### config.mk
export PLATFORM = sky130hd
export DESIGN_NAME = dmem_arbiter_flat
export DESIGN_NICKNAME = d
export VERILOG_FILES = /design/src/rtl/dmem_arb_pkg.sv /design/src/rtl/dmem_arb_if.sv /design/src/rtl/dmem_arbiter_pick2.sv /design/src/rtl/dmem_arbiter.sv /design/src/flat_wrapper.sv
export SDC_FILE = /design/constraint.sdc
export NUM_CORES = 1
export LEC_CHECK = 0
export BUFFER_PORTS_ARGS = -buffer_cell sky130_fd_sc_hd__buf_2
export CAP_MARGIN = 5
export CELL_PAD_IN_SITES_DETAIL_PLACEMENT = 0
export CELL_PAD_IN_SITES_GLOBAL_PLACEMENT = 1
export CORE_ASPECT_RATIO = 1.2
export CORE_MARGIN = 1
export CORE_UTILIZATION = 31
export DETAILED_ROUTE_END_ITERATION = 8
export PLACE_DENSITY = 0.84
export SETUP_SLACK_MARGIN = 0.05
export SLEW_MARGIN = 20
export SYNTH_ARGS = -nofsm -noshare
export SYNTH_HDL_FRONTEND = slang
export SYNTH_SLANG_ARGS = --single-unit
### constraint.sdc
create_clock -name clk -period 6.9 [get_ports clk]
set_clock_uncertainty 0.2 [all_clocks]
set_input_delay 0.345 -clock clk [delete_from_list [all_inputs] [get_ports clk]]
set_output_delay 0.345 -clock clk [all_outputs]
set_load 0.01 [all_outputs]
### src/rtl/dmem_arb_pkg.sv
// dmem_arb_pkg: shared types and constants for the data-memory arbiter.
//   owner_e : which port currently holds the memory (none / port 0 / port 1)
//   PORT0/1 : port index encoding used for the "last granted" register
package dmem_arb_pkg;
  typedef enum logic [1:0] {
    OWN_NONE = 2'd0,
    OWN_P0   = 2'd1,
    OWN_P1   = 2'd2
  } owner_e;

  localparam int   NUM_PORTS = 2;
  localparam logic PORT0     = 1'b0;
  localparam logic PORT1     = 1'b1;
endpackage

### src/rtl/dmem_arb_if.sv
// dmem_arb_if: one requester's access channel into the data-memory arbiter.
//   req/we/addr/wdata : request, held stable by the requester until gnt
//   gnt               : access performed this cycle (combinational)
//   rvalid/rdata      : registered read response, one cycle after a read grant
// Modports: master = requester side, slave = arbiter side.
interface dmem_arb_if #(
  parameter int ADDR_WIDTH = 16,
  parameter int DATA_WIDTH = 32
);
  logic                  req;
  logic                  we;
  logic [ADDR_WIDTH-1:0] addr;
  logic [DATA_WIDTH-1:0] wdata;
  logic                  gnt;
  logic                  rvalid;
  logic [DATA_WIDTH-1:0] rdata;

  modport master (output req, we, addr, wdata, input gnt, rvalid, rdata);
  modport slave  (input req, we, addr, wdata, output gnt, rvalid, rdata);
endinterface

### src/rtl/dmem_arbiter_pick2.sv
// arb_pick2: combinational two-way picker, one-hot grant out.
//   req0/req1  : port requests
//   owner      : port that holds the memory right now
//   last       : last granted port (PORT0/PORT1)
//   burst_done : owner has used up its burst allowance
//   gnt        : one-hot grant {port1, port0}
// Build option: DMEM_ARB_FIXED_PRIO_EN selects fixed priority (port 0 wins);
// otherwise burst-capped round-robin.
module arb_pick2
  import dmem_arb_pkg::*;
(
  input  logic       req0,
  input  logic       req1,
  input  owner_e     owner,
  input  logic       last,
  input  logic       burst_done,
  output logic [1:0] gnt
);
`ifdef DMEM_ARB_FIXED_PRIO_EN
  // Ownership history plays no part in fixed priority.
  logic unused_rr;
  assign unused_rr = ^{owner, last, burst_done};

  always_comb begin
    gnt = 2'b00;
    if (req0)      gnt = 2'b01;
    else if (req1) gnt = 2'b10;
  end
`else
  always_comb begin
    gnt = 2'b00;
    case (owner)
      // Owner keeps the memory unless its burst is spent and the other waits.
      OWN_P0: begin
        if (req0 && !(burst_done && req1)) gnt = 2'b01;
        else if (req1)                     gnt = 2'b10;
      end
      OWN_P1: begin
        if (req1 && !(burst_done && req0)) gnt = 2'b10;
        else if (req0)                     gnt = 2'b01;
      end
      default: begin
        // Idle: a tie goes to the port that was not served last.
        if (req0 && req1) gnt = (last == PORT1) ? 2'b01 : 2'b10;
        else              gnt = {req1, req0};
      end
    endcase
  end
`endif
endmodule

### src/rtl/dmem_arbiter.sv
// dmem_arbiter: shares a single-port data memory (async read, sync write)
// between port 0 (CPU LSU) and port 1 (debug/DMA).
//   clk, rst  : clock, synchronous active-high reset
//   m0, m1    : requester channels (dmem_arb_if.slave)
//   mem_we/mem_addr/mem_wdata : to memory, zero when nothing is granted
//   mem_rdata : async read data from memory
// Build option: DMEM_ARB_FIXED_PRIO_EN (see arb_pick2).
module dmem_arbiter
  import dmem_arb_pkg::*;
#(
  parameter int ADDR_WIDTH = 16,
  parameter int DATA_WIDTH = 32,
  parameter int MAX_BURST  = 4
) (
  input  logic                  clk,
  input  logic                  rst,
  dmem_arb_if.slave             m0,
  dmem_arb_if.slave             m1,
  output logic                  mem_we,
  output logic [ADDR_WIDTH-1:0] mem_addr,
  output logic [DATA_WIDTH-1:0] mem_wdata,
  input  logic [DATA_WIDTH-1:0] mem_rdata
);
  localparam int CNT_W = $clog2(MAX_BURST + 1);

  logic [NUM_PORTS-1:0]                 req, we, pick, gnt, rvalid;
  logic [NUM_PORTS-1:0][ADDR_WIDTH-1:0] addr;
  logic [NUM_PORTS-1:0][DATA_WIDTH-1:0] wdata, rdata;

  assign req   = {m1.req,   m0.req};
  assign we    = {m1.we,    m0.we};
  assign addr  = {m1.addr,  m0.addr};
  assign wdata = {m1.wdata, m0.wdata};

  owner_e           owner_q, owner_d;
  logic             last_q, last_d;
  logic [CNT_W-1:0] cnt_q, cnt_d;
  logic             burst_done;
  logic             winner;
  owner_e           win_own;

  assign burst_done = (cnt_q == CNT_W'(MAX_BURST));

  arb_pick2 u_pick (
    .req0       (req[0]),
    .req1       (req[1]),
    .owner      (owner_q),
    .last       (last_q),
    .burst_done (burst_done),
    .gnt        (pick)
  );

  // Reset kills the grant in the same cycle so an in-flight write is dropped.
  assign gnt     = rst ? '0 : pick;
  assign winner  = gnt[1];
  assign win_own = winner ? OWN_P1 : OWN_P0;

  always_comb begin
    mem_we    = 1'b0;
    mem_addr  = '0;
    mem_wdata = '0;
    if (|gnt) begin
      mem_we    = we[winner];
      mem_addr  = addr[winner];
      mem_wdata = wdata[winner];
    end
  end

  // Ownership / burst tracking
  always_comb begin
    owner_d = OWN_NONE;
    last_d  = last_q;
    cnt_d   = '0;
    if (|gnt) begin
      owner_d = win_own;
      last_d  = winner;
      if (owner_q != win_own)  cnt_d = CNT_W'(1);
      else if (burst_done)     cnt_d = cnt_q;
      else                     cnt_d = cnt_q + CNT_W'(1);
    end
  end

  always_ff @(posedge clk) begin
    if (rst) begin
      owner_q <= OWN_NONE;
      last_q  <= PORT1;
      cnt_q   <= '0;
    end else begin
      owner_q <= owner_d;
      last_q  <= last_d;
      cnt_q   <= cnt_d;
    end
  end

  // Per-port read response: capture memory data at the end of a read grant.
  for (genvar k = 0; k < NUM_PORTS; k++) begin : g_resp
    logic                  rv_q;
    logic [DATA_WIDTH-1:0] rd_q;

    always_ff @(posedge clk) begin
      if (rst) begin
        rv_q <= 1'b0;
        rd_q <= '0;
      end else begin
        rv_q <= gnt[k] & ~we[k];
        if (gnt[k] && !we[k]) rd_q <= mem_rdata;
      end
    end

    // A response still pending when reset arrives is not reported.
    assign rvalid[k] = rv_q & ~rst;
    assign rdata[k]  = rd_q;
  end

  assign m0.gnt    = gnt[0];
  assign m1.gnt    = gnt[1];
  assign m0.rvalid = rvalid[0];
  assign m1.rvalid = rvalid[1];
  assign m0.rdata  = rdata[0];
  assign m1.rdata  = rdata[1];
endmodule

### src/flat_wrapper.sv
// flat-port wrapper written by rule: the top's interface ports become plain ports
module dmem_arbiter_flat import dmem_arb_pkg::*;
#(
  parameter int ADDR_WIDTH = 16,
  parameter int DATA_WIDTH = 32,
  parameter int MAX_BURST  = 4
)
  (clk, rst, mem_we, mem_addr, mem_wdata, mem_rdata, m0_req, m0_we, m0_addr, m0_wdata, m0_gnt, m0_rvalid, m0_rdata, m1_req, m1_we, m1_addr, m1_wdata, m1_gnt, m1_rvalid, m1_rdata);
  dmem_arb_if #(.ADDR_WIDTH(ADDR_WIDTH), .DATA_WIDTH(DATA_WIDTH)) m0_i ();
  dmem_arb_if #(.ADDR_WIDTH(ADDR_WIDTH), .DATA_WIDTH(DATA_WIDTH)) m1_i ();
  input  logic clk;
  input  logic rst;
  output logic mem_we;
  output logic [ADDR_WIDTH-1:0] mem_addr;
  output logic [DATA_WIDTH-1:0] mem_wdata;
  input  logic [DATA_WIDTH-1:0] mem_rdata;
  input wire logic [$bits(m0_i.req)-1:0] m0_req;
  input wire logic [$bits(m0_i.we)-1:0] m0_we;
  input wire logic [$bits(m0_i.addr)-1:0] m0_addr;
  input wire logic [$bits(m0_i.wdata)-1:0] m0_wdata;
  output wire logic [$bits(m0_i.gnt)-1:0] m0_gnt;
  output wire logic [$bits(m0_i.rvalid)-1:0] m0_rvalid;
  output wire logic [$bits(m0_i.rdata)-1:0] m0_rdata;
  input wire logic [$bits(m1_i.req)-1:0] m1_req;
  input wire logic [$bits(m1_i.we)-1:0] m1_we;
  input wire logic [$bits(m1_i.addr)-1:0] m1_addr;
  input wire logic [$bits(m1_i.wdata)-1:0] m1_wdata;
  output wire logic [$bits(m1_i.gnt)-1:0] m1_gnt;
  output wire logic [$bits(m1_i.rvalid)-1:0] m1_rvalid;
  output wire logic [$bits(m1_i.rdata)-1:0] m1_rdata;
  assign m0_i.req = m0_req;
  assign m0_i.we = m0_we;
  assign m0_i.addr = m0_addr;
  assign m0_i.wdata = m0_wdata;
  assign m0_gnt = m0_i.gnt;
  assign m0_rvalid = m0_i.rvalid;
  assign m0_rdata = m0_i.rdata;
  assign m1_i.req = m1_req;
  assign m1_i.we = m1_we;
  assign m1_i.addr = m1_addr;
  assign m1_i.wdata = m1_wdata;
  assign m1_gnt = m1_i.gnt;
  assign m1_rvalid = m1_i.rvalid;
  assign m1_rdata = m1_i.rdata;
  dmem_arbiter #(.ADDR_WIDTH(ADDR_WIDTH), .DATA_WIDTH(DATA_WIDTH), .MAX_BURST(MAX_BURST)) u_core (.clk(clk), .rst(rst), .m0(m0_i), .m1(m1_i), .mem_we(mem_we), .mem_addr(mem_addr), .mem_wdata(mem_wdata), .mem_rdata(mem_rdata));
endmodule
==> results_dict.tcl <==
set metrics [dict create \
    drc 0 \
    cts_max_path_buffers 2 \
    ctsHtreeMaxLevel 3 \
    reg2regPathDepth 7 \
    finalCritPeriodShare 0.522 \
    tightestPinTransition_ps 885 \
    ctsResizeCount 0 \
    netlist_area_mm2 0.00352 \
    initial_core_util 0.319 \
    swShare 0.325 \
    min_period_ps 3610 \
    crit_fanout 50 \
    drtIter0Drc 135 \
    die-area_mm2 0.0118 \
    power_switching_w 0.000549 \
    p_seq_frac 0.300 \
    clkPwrFrac 0.308 \
    hold_viol 0 \
    r2r_end "u_core.m0.rdata[18]$_SDFFE_PP0P_" \
    synth_seq_cells 72 \
    drive_gt1_frac 0.549 \
    viasPerCell 4.80 \
    cts_tree "yes" \
    cts-root-buf "clkbuf_16" \
    critical_path.endpoint_type "output port" \
    setup_viol 0 \
    synth_area_leaders "dfxtp_1 41%, mux2_4 12%, a22o_1 12%" \
    ff2ff_setup_slack_ps 3880 \
    gp_congestion 0.784 \
    layout_commonest_cell "buf_2" \
    cts_made_buffers 9 \
    rows 42 \
    start_kind "flop" \
    hold_start "mem_rdata[7]" \
    final_core_util 0.465 \
    die_w_um 99.3 \
    hp-class "in2reg" \
    cts_hold_buf 0 \
    yosysTopAreaCellShare 0.410 \
    synth_warnings 0 \
    core_area_mm2 0.0110 \
    final_cell_mix "250 x buf_2, 72 x dfxtp_1, 49 x a22o_1" \
    holdPathStages 2 \
    ys_seq_area_frac 0.410 \
    dp_hpwl_um 7930 \
    intPower_w 0.00114 \
    synthCells 321 \
    clk_pin_slew_ps 60 \
    post_drt_wl_per_cell_um 15.3 \
    nFillCells 1045 \
    rsz0062_at_grt "false" \
    hold_end "u_core.m0.rdata[7]$_SDFFE_PP0P_" \
    relSlewSlack 0.410 \
    grt_antenna_before_repair 1 \
    dr.pass1.iters 6 \
    fmax_ghz 0.277 \
    die-height_um 119 \
    grt_pass1_vias 3203 \
    port_buffers 250 \
    antenna_left 0 \
    grt_max_degree 71 \
    irDropWorstVdd_mv 0.145 \
    cp.required_ps 6360 \
    arrival_ps 3060 \
    synth_cell_types 34 \
    p_comb_frac 0.393 \
    wirelength_um 10700 \
    p_leak_nw 2.88 \
    cts.sink_count 72 \
    insertion_delay_ps 320 \
    slew_viol_final 0 \
    grt.total_usage 0.171 \
    path_class "reg2out" \
    syn_nets 459 \
    status "finished clean" \
    route.vias.total 3349 \
    r2r-start "u_core.owner_q[0]$_SDFF_PP0_" \
    fin_setup_tns_ps 0 \
    fin_nets 698 \
    post_cts_buffers 0 \
    syn_to_final_growth_pct 46.0 \
    avgSynthCellArea_um2 11.0 \
    yosysTopAreaCell "dfxtp_1" \
    drv_cap 0 \
    grt_pass1_wl_um 15600 \
    gr-total-overflow 0 \
    pwr_density_cell_mw_per_mm2 329 \
    io_pins 251 \
]
state kept, by name, indices dropped and copies added, names as in the netlist:
register,cells
u_core.g_resp.rv_q,2
u_core.cnt_q,3
u_core.last_q,1
u_core.m0.rdata,32
u_core.m1.rdata,32
u_core.owner_q,2
power groups by stage:
| stage | clock, W | sequential [W] | combinational (W) |
|---|---|---|---|
| finish | 0.000520 | 0.000506 | 0.000664 |
| global route | 0.000555 | 0.000514 | 0.000710 |
| CTS | 0.000535 | 0.000506 | 0.000667 |
| detailed placement | 0 | 0.000514 | 0.000663 |
| global placement | 0 | 0.000512 | 0.000652 |
| floorplan | 0 | 0.000535 | 0.000420 |
critical path: stages, from the launching register on:
cell	delay, ps
dfxtp_1	330
inv_1	80
ha_1	420
a311o_2	440
o31ai_4	240
and2_2	780
a22o_1	290
buf_2	150
synth_stat cells:
cell type  number
buf_12          3
a21bo_2         1
nand2_2         1
mux2_2          3
o21ai_0         1
a211o_1         1
a311o_2         1
dfxtp_1        72
a22o_1         49
o311ai_4        1
nand3b_1        2
buf_2           1
a311oi_1        1
nand2_1         2
and4_1          1
o31ai_4         2
o211ai_1        1
xnor2_1         1
and2_2          1
buf_6           1
mux2_4         29
a21oi_1         4
and2b_1         1
nor2_1         34
clkbuf_1       12
inv_2           1
nor2b_1        34
a21oi_2         1
nand3_1         3
buf_4           8
o211a_1         1
inv_1          10
ha_1            4
mux2i_1        33
how the worst max path moves through the flow:
stage	depth (start not counted)	slack (ps)	startpoint	to
after global placement	7	3710	u_core.owner_q[0]$_SDFF_PP0_	mem_addr[2]
final	7	3290	u_core.owner_q[0]$_SDFF_PP0_	mem_wdata[18]
after CTS	7	3260	u_core.owner_q[0]$_SDFF_PP0_	mem_addr[2]
after floorplan	8	4270	u_core.owner_q[0]$_SDFF_PP0_	mem_addr[0]
after global routing	7	3110	u_core.owner_q[0]$_SDFF_PP0_	mem_addr[2]
after detailed placement	7	3620	u_core.owner_q[0]$_SDFF_PP0_	mem_addr[2]
per-layer routing:
layer  part of all wire  track usage
met1               0.38        0.171
met2               0.52        0.320
met3              0.087       0.0574
met4              0.021       0.0680
met5                  0            0
stage by stage:
stage / hold slack (ps) / setup WS, ps / power (W) / std cells / instance area (um^2)
finish: 54.6 / 3290 / 0.00169 / 698 / 5140
global placement: 272 / 3710 / 0.00116 / 680 / 4770
detailed placement: 283 / 3620 / 0.00118 / 680 / 4770
CTS: 36.4 / 3260 / 0.00171 / 696 / 5110
global route: 49.2 / 3110 / 0.00178 / 697 / 5130
floorplan: 288 / 4270 / 0.000955 / 321 / 3520
cell type report:
type                       count  area (um^2)  share of cell area
antenna                        1         2.50            0.000487
clock inverter                 6          108              0.0210
timing repair buffer         253         1290               0.252
sequential                    72         1440               0.281
clock buffer                  10          229              0.0446
multi-input combinational    213         1860               0.361
inverter                      11         41.3             0.00804
tap                          132          165              0.0322
kinds of logic (layout without fill, tap and decap cells):
| logic type | Yosys count | in the layout | share of synthesized area |
|---|---|---|---|
| AND/OR/NAND/NOR | 79 | 79 | 0.116 |
| flip-flops | 72 | 72 | 0.410 |
| multiplexers | 65 | 65 | 0.227 |
| AO/OA/AOI/OAI | 64 | 64 | 0.167 |
| buffers and inverters | 36 | 280 | 0.0633 |
| adder cells (fa/ha/maj) | 4 | 4 | 0.0142 |
| XOR/XNOR | 1 | 1 | 0.00249 |
| other | 0 | 1 | 0 |
Power figures use the tool's default switching activity.
